<file path="src/rtl/arb_pkg.sv">
// Shared state encoding and counter width for the round-robin arbiter.
package arb_pkg;

   localparam logic [1:0] IDLE = 2'd0;
   localparam logic [1:0] BUSY = 2'd1;
   localparam logic [1:0] GAP  = 2'd2;

   localparam int CNT_W = 8;

   typedef enum logic [1:0] {
      S_IDLE = IDLE,
      S_BUSY = BUSY,
      S_GAP  = GAP
   } arb_state_e;

endpackage

</file>
<file path="src/rtl/rr_pick.sv">
// Combinational rotating priority search: first set req bit at or above ptr, wrapping.
module rr_pick #(
   parameter int N  = 4,
   parameter int IW = $clog2(N)
) (
   input  logic [N-1:0]  req,
   input  logic [IW-1:0] ptr,
   output logic          found,
   output logic [IW-1:0] idx
);

   logic [N-1:0]  rot;
   logic [IW-1:0] cand [N];

   // rot[k] is the request that sits k places above the pointer.
   for (genvar gi = 0; gi < N; gi++) begin : g_rot
      assign cand[gi] = IW'((int'(ptr) + gi) % N);
      assign rot[gi]  = req[cand[gi]];
   end

   always_comb begin
      found = |rot;
      idx   = '0;
      for (int k = N - 1; k >= 0; k--) begin
         if (rot[k]) begin
            idx = cand[k];
         end
      end
   end

endmodule

</file>
<file path="src/rtl/rr_arbiter.sv">
// Round-robin arbiter with bounded hold time and a mandatory idle cycle between owners.
module rr_arbiter
   import arb_pkg::*;
#(
   parameter int N        = 4,
   parameter int MAX_HOLD = 16,
   parameter int IW       = $clog2(N)
) (
   input  logic          clk,
   input  logic          rst_n,
   input  logic [N-1:0]  req,
   output logic [N-1:0]  gnt,
   output logic [IW-1:0] gnt_id,
   output logic          busy,
   output logic          timeout
);

   arb_state_e       state_q, state_d;
   logic [IW-1:0]    ptr_q, ptr_d;
   logic [CNT_W-1:0] cnt_q, cnt_d;
   logic [N-1:0]     gnt_q, gnt_d;
   logic [IW-1:0]    gnt_id_q, gnt_id_d;
   logic             busy_q, busy_d;
   logic             timeout_q, timeout_d;

   logic             pick_found;
   logic [IW-1:0]    pick_idx;

   rr_pick #(
      .N  (N),
      .IW (IW)
   ) u_pick (
      .req   (req),
      .ptr   (ptr_q),
      .found (pick_found),
      .idx   (pick_idx)
   );

   always_comb begin
      state_d   = state_q;
      ptr_d     = ptr_q;
      cnt_d     = cnt_q;
      gnt_d     = gnt_q;
      gnt_id_d  = gnt_id_q;
      busy_d    = busy_q;
      timeout_d = 1'b0;

      case (state_q)
         S_BUSY: begin
            if (req[gnt_id_q] && (cnt_q < CNT_W'(MAX_HOLD))) begin
               cnt_d = cnt_q + CNT_W'(1);
            end else begin
               // A still-requesting owner here has run out its hold budget.
               state_d   = S_GAP;
               gnt_d     = '0;
               gnt_id_d  = '0;
               busy_d    = 1'b0;
               cnt_d     = '0;
               timeout_d = req[gnt_id_q];
            end
         end
         default: begin
            if (pick_found) begin
               state_d  = S_BUSY;
               gnt_d    = N'(1) << pick_idx;
               gnt_id_d = pick_idx;
               busy_d   = 1'b1;
               cnt_d    = CNT_W'(1);
               ptr_d    = (pick_idx == IW'(N - 1)) ? '0 : pick_idx + IW'(1);
            end else begin
               state_d  = S_IDLE;
               gnt_d    = '0;
               gnt_id_d = '0;
               busy_d   = 1'b0;
               cnt_d    = '0;
            end
         end
      endcase
   end

   always_ff @(posedge clk) begin
      if (!rst_n) begin
         state_q   <= S_IDLE;
         ptr_q     <= '0;
         cnt_q     <= '0;
         gnt_q     <= '0;
         gnt_id_q  <= '0;
         busy_q    <= 1'b0;
         timeout_q <= 1'b0;
      end else begin
         state_q   <= state_d;
         ptr_q     <= ptr_d;
         cnt_q     <= cnt_d;
         gnt_q     <= gnt_d;
         gnt_id_q  <= gnt_id_d;
         busy_q    <= busy_d;
         timeout_q <= timeout_d;
      end
   end

   assign gnt     = gnt_q;
   assign gnt_id  = gnt_id_q;
   assign busy    = busy_q;
   assign timeout = timeout_q;

endmodule
</file>
<file path="config.mk">
export PLATFORM = sky130hd
export DESIGN_NAME = rr_arbiter
export DESIGN_NICKNAME = d
export VERILOG_FILES = /design/src/rtl/arb_pkg.sv /design/src/rtl/rr_pick.sv /design/src/rtl/rr_arbiter.sv
export SDC_FILE = /design/constraint.sdc
export NUM_CORES = 1
export LEC_CHECK = 0
export CAP_MARGIN = 20
export CELL_PAD_IN_SITES_DETAIL_PLACEMENT = 1
export CELL_PAD_IN_SITES_GLOBAL_PLACEMENT = 1
export CORE_UTILIZATION = 41
export CTS_CLUSTER_SIZE = 8
export DETAILED_ROUTE_END_ITERATION = 6
export GPL_ROUTABILITY_DRIVEN = 0
export HOLD_SLACK_MARGIN = 0.02
export PLACE_DENSITY = 0.84
export RECOVER_POWER = 50
export SYNTH_ARGS = -nofsm -noshare
export SYNTH_HDL_FRONTEND = slang
export SYNTH_SLANG_ARGS = --single-unit
</file>
<file path="constraint.sdc">
create_clock -name clk -period 2.7 [get_ports clk]
set_input_delay 0.405 -clock clk [delete_from_list [all_inputs] [get_ports clk]]
set_output_delay 0.405 -clock clk [all_outputs]
set_load 0.01 [all_outputs]
</file>
==> results.sh, run 1 <==
export IMPL_yosysSeqAreaShare_pct=49.8
export IMPL_yosysTopAreaCell="dfxtp_1"
export IMPL_cts_tree="built"
export IMPL_drtIter0Drc=7
export IMPL_die_area_mm2=0.00204
export IMPL_num_vias=583
export IMPL_start_util_pct=43.8
export IMPL_leakage_uw=0.000399
export IMPL_dp_slack_ns=0.346
export IMPL_critPathArrivalTime_ns=2.33
export IMPL_cts_repair_resized=0
export IMPL_placed_cells=112
export IMPL_start_kind="input port"
export IMPL_busiest_layer="met2"
export IMPL_die_width_um=45.2
export IMPL_tns_ns=0
export IMPL_overflow=0
export IMPL_maxCapViolCount=0
export IMPL_skew_ns=0.00152
export IMPL_num_rows=15
export IMPL_share_seq_of_total_power_pct=55.3
export IMPL_track_usage_pct=18.1
export IMPL_vias_per_cell=5.03
export IMPL_syn_inst=73
export IMPL_synth_top_cell_area_share_pct=49.8
export IMPL_fin_crit_ns=2.10
export IMPL_switching_power_uw=160
export IMPL_clkSinkCount=19
export IMPL_vdd_drop_max_mv=0.400
export IMPL_met3_usage_pct=3.60
export IMPL_clock_latency_ns=0.29
export IMPL_worstSetupPathType="input port to register"
export IMPL_cts_htree_levels=1
export IMPL_antenna_found_initial=0
export IMPL_netlist_top_cells_area="dfxtp_1 50%, ha_1 8.2%, a22o_1 5.7%, nor2b_1 3.3%, a21boi_0 2.9%"
export IMPL_cts_buffers_inserted=3
export IMPL_ant_nets=0
export IMPL_synth_enable_flop_cells=0
export IMPL_met2_usage_pct=29.0
export IMPL_synth_common_cells="19 x dfxtp_1, 6 x nor2_1, 5 x a22o_1, 5 x ha_1, 5 x nand2_1"
export IMPL_nets=103
export IMPL_wl_per_cell_um=13.9
export IMPL_path_clk_slew_ns=0.11
export IMPL_sw_frac_of_total_pct=28.0
export IMPL_grt_pass1_wl_um=2630
export IMPL_diodes=0
export IMPL_status="finished clean"
export IMPL_dpl_hpwl_um=1220
export IMPL_die_h_um=45.2
export IMPL_tightest_slew_ns=0.602
export IMPL_hp_class="register to register"
export IMPL_yosysMostFrequentCell="dfxtp_1"
export IMPL_crit_fanout=5
export IMPL_io_buffers=13
export IMPL_ys_types=25
export IMPL_first_pass_iters=4
export IMPL_fp_coreArea_mm2=0.00175
export IMPL_cp_end_kind="register"
export IMPL_fin_crit_sh_pct=77.8
export IMPL_drive_above_1_share_pct=6.59
export IMPL_ys_ff_latch=19
export IMPL_pwr_share_clk_pct=25.4
export IMPL_drv_slew=0
export IMPL_crit_required_ns=2.93
export IMPL_drt_wl_total_um=1620
export IMPL_pin_count=14
export IMPL_powerDensity_mw_per_mm2=603
export IMPL_stdcell_count=116
export IMPL_slew_headroom_pct=59.5
export IMPL_synth_main_ff_cell="dfxtp_1"
export IMPL_root_buffer="clkbuf_4"
export IMPL_intPower_uw=412
export IMPL_yosysWarnings=0
export IMPL_synth_async_reset_ratio_pct=0
export IMPL_finalHoldViolCount=0
export IMPL_grt_max_degree=12
export IMPL_clockBufferDepth=2
export IMPL_max_freq_mhz=476
export IMPL_combPwrFrac_pct=19.4
export IMPL_post_cts_setup_buffers=0
export IMPL_synth_avg_cell_area_um2=10.5
export IMPL_cts_hold_buf=0
export IMPL_final_core_util_pct=54.4
export IMPL_worst_slack_ns=0.599
export IMPL_rsz0062_at_grt="no"
export IMPL_drcViolationCount=0
export IMPL_finalSetupViolations=0
export IMPL_area_delta_synth_final_pct=24.2
export IMPL_grtUsageMet1_pct=24.7
export IMPL_grt_pass1_vias=583
export IMPL_netlist_area_um2=764
-- logic make-up after synthesis --
family / count (synthesis) / synth area share (%)
AO/OA/AOI/OAI: 14 / 14.2
XOR/XNOR: 3 / 3.44
adder cells (fa/ha/maj): 5 / 8.18
buffers and inverters: 3 / 2.46
flip-flops: 19 / 49.8
multiplexers: 1 / 2.95
other: 1 / 0.491
AND/OR/NAND/NOR: 27 / 18.5
-- routing by layer --
| layer | part of all wire [%] | vias up |
|---|---|---|
| met5 | 0 | - |
| met4 | 0.43 | 0 |
| met3 | 3.2 | 2 |
| met2 | 47 | 11 |
| met1 | 50 | 281 |
| li1 | - | 289 |
-- critical path, cell delays in order --
cell and delay, ns:
dlygate4sd3_1 0.60, and2b_1 0.22, nor3b_1 0.05, o22ai_1 0.38, inv_1 0.16, ha_1 0.32, nand2_1 0.05, a21boi_0 0.15
-- placed cells by master, fill, tap and decap left out, types with 2 or more instances in the layout --
cell type and count:
nand2_1 5, nor2b_1 4, clkbuf_4 3, xor2_1 2, a21boi_0 3, o21ai_0 3, dfxtp_1 19, a22o_1 5
ha_1 5, nor4_1 2, nand3_1 3, conb_1 3, nor2_1 6, and2_1 2, clkdlybuf4s50_1 7, inv_1 2
dlygate4sd3_1 6
-- metrics by stage --
step | total power, µW | hold slack, ns | cell area, µm²
6_report | 573 | 0.484 | 950
5_1_grt | 603 | 0.509 | 950
4_1_cts | 578 | 0.492 | 950
3_5_place_dp | 437 | 0.463 | 922
3_3_place_gp | 430 | 0.455 | 922
2_1_floorplan | 383 | 0.454 | 772
-- power by group through the flow --
| stage | combinational (µW) | clock (µW) | sequential, µW |
|---|---|---|---|
| 6_report | 111 | 145 | 317 |
| 5_1_grt | 122 | 160 | 321 |
| 4_1_cts | 115 | 146 | 317 |
| 3_5_place_dp | 114 | 0 | 323 |
| 3_3_place_gp | 108 | 0 | 322 |
| 2_1_floorplan | 57.9 | 0 | 325 |
-- flip-flops by register name, summed over array words and instances (netlist names) --
name     flops
timeout      1
gnt_id       2
gnt          4
state_q      2
cnt_q        8
ptr_q        2
-- path summary, 6_finish.rpt --
path         cells past startpoint  slack, ns  endpoint     start
max                              8       0.60  ptr_q[1]    req[3]
min                              1       0.48    gnt[0]    gnt[0]
max reg2reg                      7       1.00  ptr_q[1]  ptr_q[0]
min reg2reg                      1       0.48    gnt[0]    gnt[0]
-- area by class of cell --
class	count	area, µm²
clock buffer	3	22.5
clock inverter	1	5.00
fill	191	796
inverter	2	7.51
multi-input combinational	53	373
sequential	19	380
tap	25	31.3
timing repair buffer	13	130
Power figures use the tool's default switching activity.
==> inputs of run 2 (changes only) <==
Settings changed: CORE_UTILIZATION 41 to 38, PLACE_DENSITY 0.84 to 0.79.
Clock period 2.7 ns to 2 ns, I/O delays scaled along.
==> results.sh, run 2 (synthesized netlist as in run 1, its figures left out) <==
export IMPL_status="finished clean"
export IMPL_io_buffers=13
export IMPL_crit_chain="clkdlybuf4s50_1 > nor2b_1 > nor3b_1 > o22ai_1 > inv_1 > ha_1 > nand2_1 > a21boi_0"
export IMPL_wl_per_cell_um=14.3
export IMPL_combPwrFrac_pct=19.9
export IMPL_die_width_um=46.9
export IMPL_worstHoldStart="gnt[2]"
export IMPL_cts_tree="built"
export IMPL_sw_frac_of_total_pct=27.4
export IMPL_cts_repair_resized=0
export IMPL_antenna_found_initial=0
export IMPL_power_total_uw=779
export IMPL_drt_wl_total_um=1700
export IMPL_share_seq_of_total_power_pct=55.1
export IMPL_area_delta_synth_final_pct=26.0
export IMPL_worst_slack_ns=0.188
export IMPL_slew_headroom_pct=62.7
export IMPL_fp_coreArea_mm2=0.00180
export IMPL_tightest_slew_ns=0.554
export IMPL_die_h_um=46.9
export IMPL_reg2reg_to="ptr_q[1]"
export IMPL_pin_count=14
export IMPL_mostFrequentLayoutCell="dfxtp_1"
export IMPL_finalHoldViolCount=0
export IMPL_clockBufferDepth=2
export IMPL_intPower_uw=565
export IMPL_leakage_uw=0.000406
export IMPL_num_rows=15
export IMPL_pwr_share_clk_pct=25.0
export IMPL_finalSetupViolations=0
export IMPL_critical_path_slowest_cell="clkdlybuf4s50_1"
export IMPL_vdd_drop_max_mv=0.408
export IMPL_dpl_hpwl_um=1220
export IMPL_powerDensity_mw_per_mm2=808
export IMPL_drcViolationCount=0
export IMPL_root_buffer="clkbuf_4"
export IMPL_clock_latency_ns=0.30
export IMPL_max_freq_mhz=552
export IMPL_critPathArrivalTime_ns=2.03
export IMPL_cts_htree_levels=1
export IMPL_drive_above_1_share_pct=6.38
export IMPL_largest_reg_flops=8
export IMPL_drv_slew=0
export IMPL_regMostFlops="cnt_q"
export IMPL_cp_end_kind="register"
export IMPL_rsz0062_at_grt="no"
export IMPL_overflow=0
export IMPL_grt_pass1_vias=611
export IMPL_crit_required_ns=2.22
export IMPL_ant_nets=0
export IMPL_die_area_mm2=0.00220
export IMPL_skew_ns=0.00991
export IMPL_vias_per_cell=5.10
export IMPL_whs_endpoint="gnt[2]"
export IMPL_cts_buffers_inserted=3
export IMPL_grt_pass1_wl_um=2650
export IMPL_fin_crit_ns=1.81
export IMPL_hold_depth=1
export IMPL_post_cts_setup_buffers=0
export IMPL_nets=106
export IMPL_start_kind="input port"
export IMPL_ff2ff_setup_slack_ns=0.39
export IMPL_fin_crit_sh_pct=90.6
export IMPL_num_vias=607
export IMPL_worstSetupPathType="input port to register"
export IMPL_drtIter0Drc=2
export IMPL_final_cell_mix="19 x dfxtp_1, 7 x clkdlybuf4s50_1, 6 x nor2_1, 6 x dlygate4sd3_1"
export IMPL_maxCapViolCount=0
export IMPL_cts_hold_buf=0
export IMPL_hp_class="register to register"
export IMPL_diodes=0
export IMPL_start_util_pct=42.4
export IMPL_reg2reg_depth=7
export IMPL_dp_slack_ns=-0.114
export IMPL_track_usage_pct=18.1
export IMPL_first_pass_iters=4
export IMPL_crit_fanout=4
export IMPL_grt_max_degree=11
export IMPL_path_clk_slew_ns=0.10
export IMPL_switching_power_uw=213
export IMPL_clkSinkCount=19
export IMPL_r2r_start="ptr_q[0]"
export IMPL_slowest_delay_ns=0.52
==> run 2: worst max-delay path, delay by kind of cell <==
family / cells / cell delay [ns]
buffers and inverters: 2 / 0.64
adder cells (fa/ha/maj): 1 / 0.29
AO/OA/AOI/OAI: 2 / 0.46
AND/OR/NAND/NOR: 3 / 0.34
==> run 2: power by group through the flow <==
stage / logic [µW] / registers [µW] / clock network (µW)
floorplan: 78.2 / 439 / 0
global placement: 158 / 436 / 0
detailed placement: 161 / 438 / 0
CTS: 165 / 430 / 200
global route: 173 / 432 / 217
finish: 155 / 429 / 194
==> run 2: layer usage <==
metal	track usage, %	part of all wire [%]
met2	27.5	47
met4	8.57	1.4
met5	0	0
met3	6.92	3.5
met1	22.4	48
==> run 2: how the worst max path moves through the flow <==
stage,startpoint,endpoint,slack (ns),cells after the start
final,req[2],ptr_q[1],0.19,8
after global routing,req[0],ptr_q[1],0.04,8
after CTS,req[2],ptr_q[1],0.19,8
after detailed placement,req[2],ptr_q[1],-0.11,8
after global placement,req[2],ptr_q[1],-0.03,8
after floorplan,gnt_id[0],gnt_id[1],0.50,4
==> run 2: stage by stage <==
| step | instances | utilization, % | hold slack [ns] | instance area (µm²) | TNS [ns] |
|---|---|---|---|---|---|
| finish | 119 | 53.5 | 0.480 | 963 | 0 |
| global route | 119 | 53.5 | 0.508 | 963 | 0 |
| CTS | 119 | 53.9 | 0.496 | 971 | 0 |
| detailed placement | 115 | 52.4 | 0.467 | 945 | -0.307 |
| global placement | 115 | 52.4 | 0.458 | 945 | -0.0631 |
| floorplan | 75 | - | 0.425 | 772 | 0 |
==> run 2: final cells by class <==
class	instances	area [µm²]
clock buffers	4	26.3
inverters	2	7.51
fillers	226	838
repair buffers	16	145
well taps	25	31.3
multi-input cells	53	373
flip-flops and latches	19	380
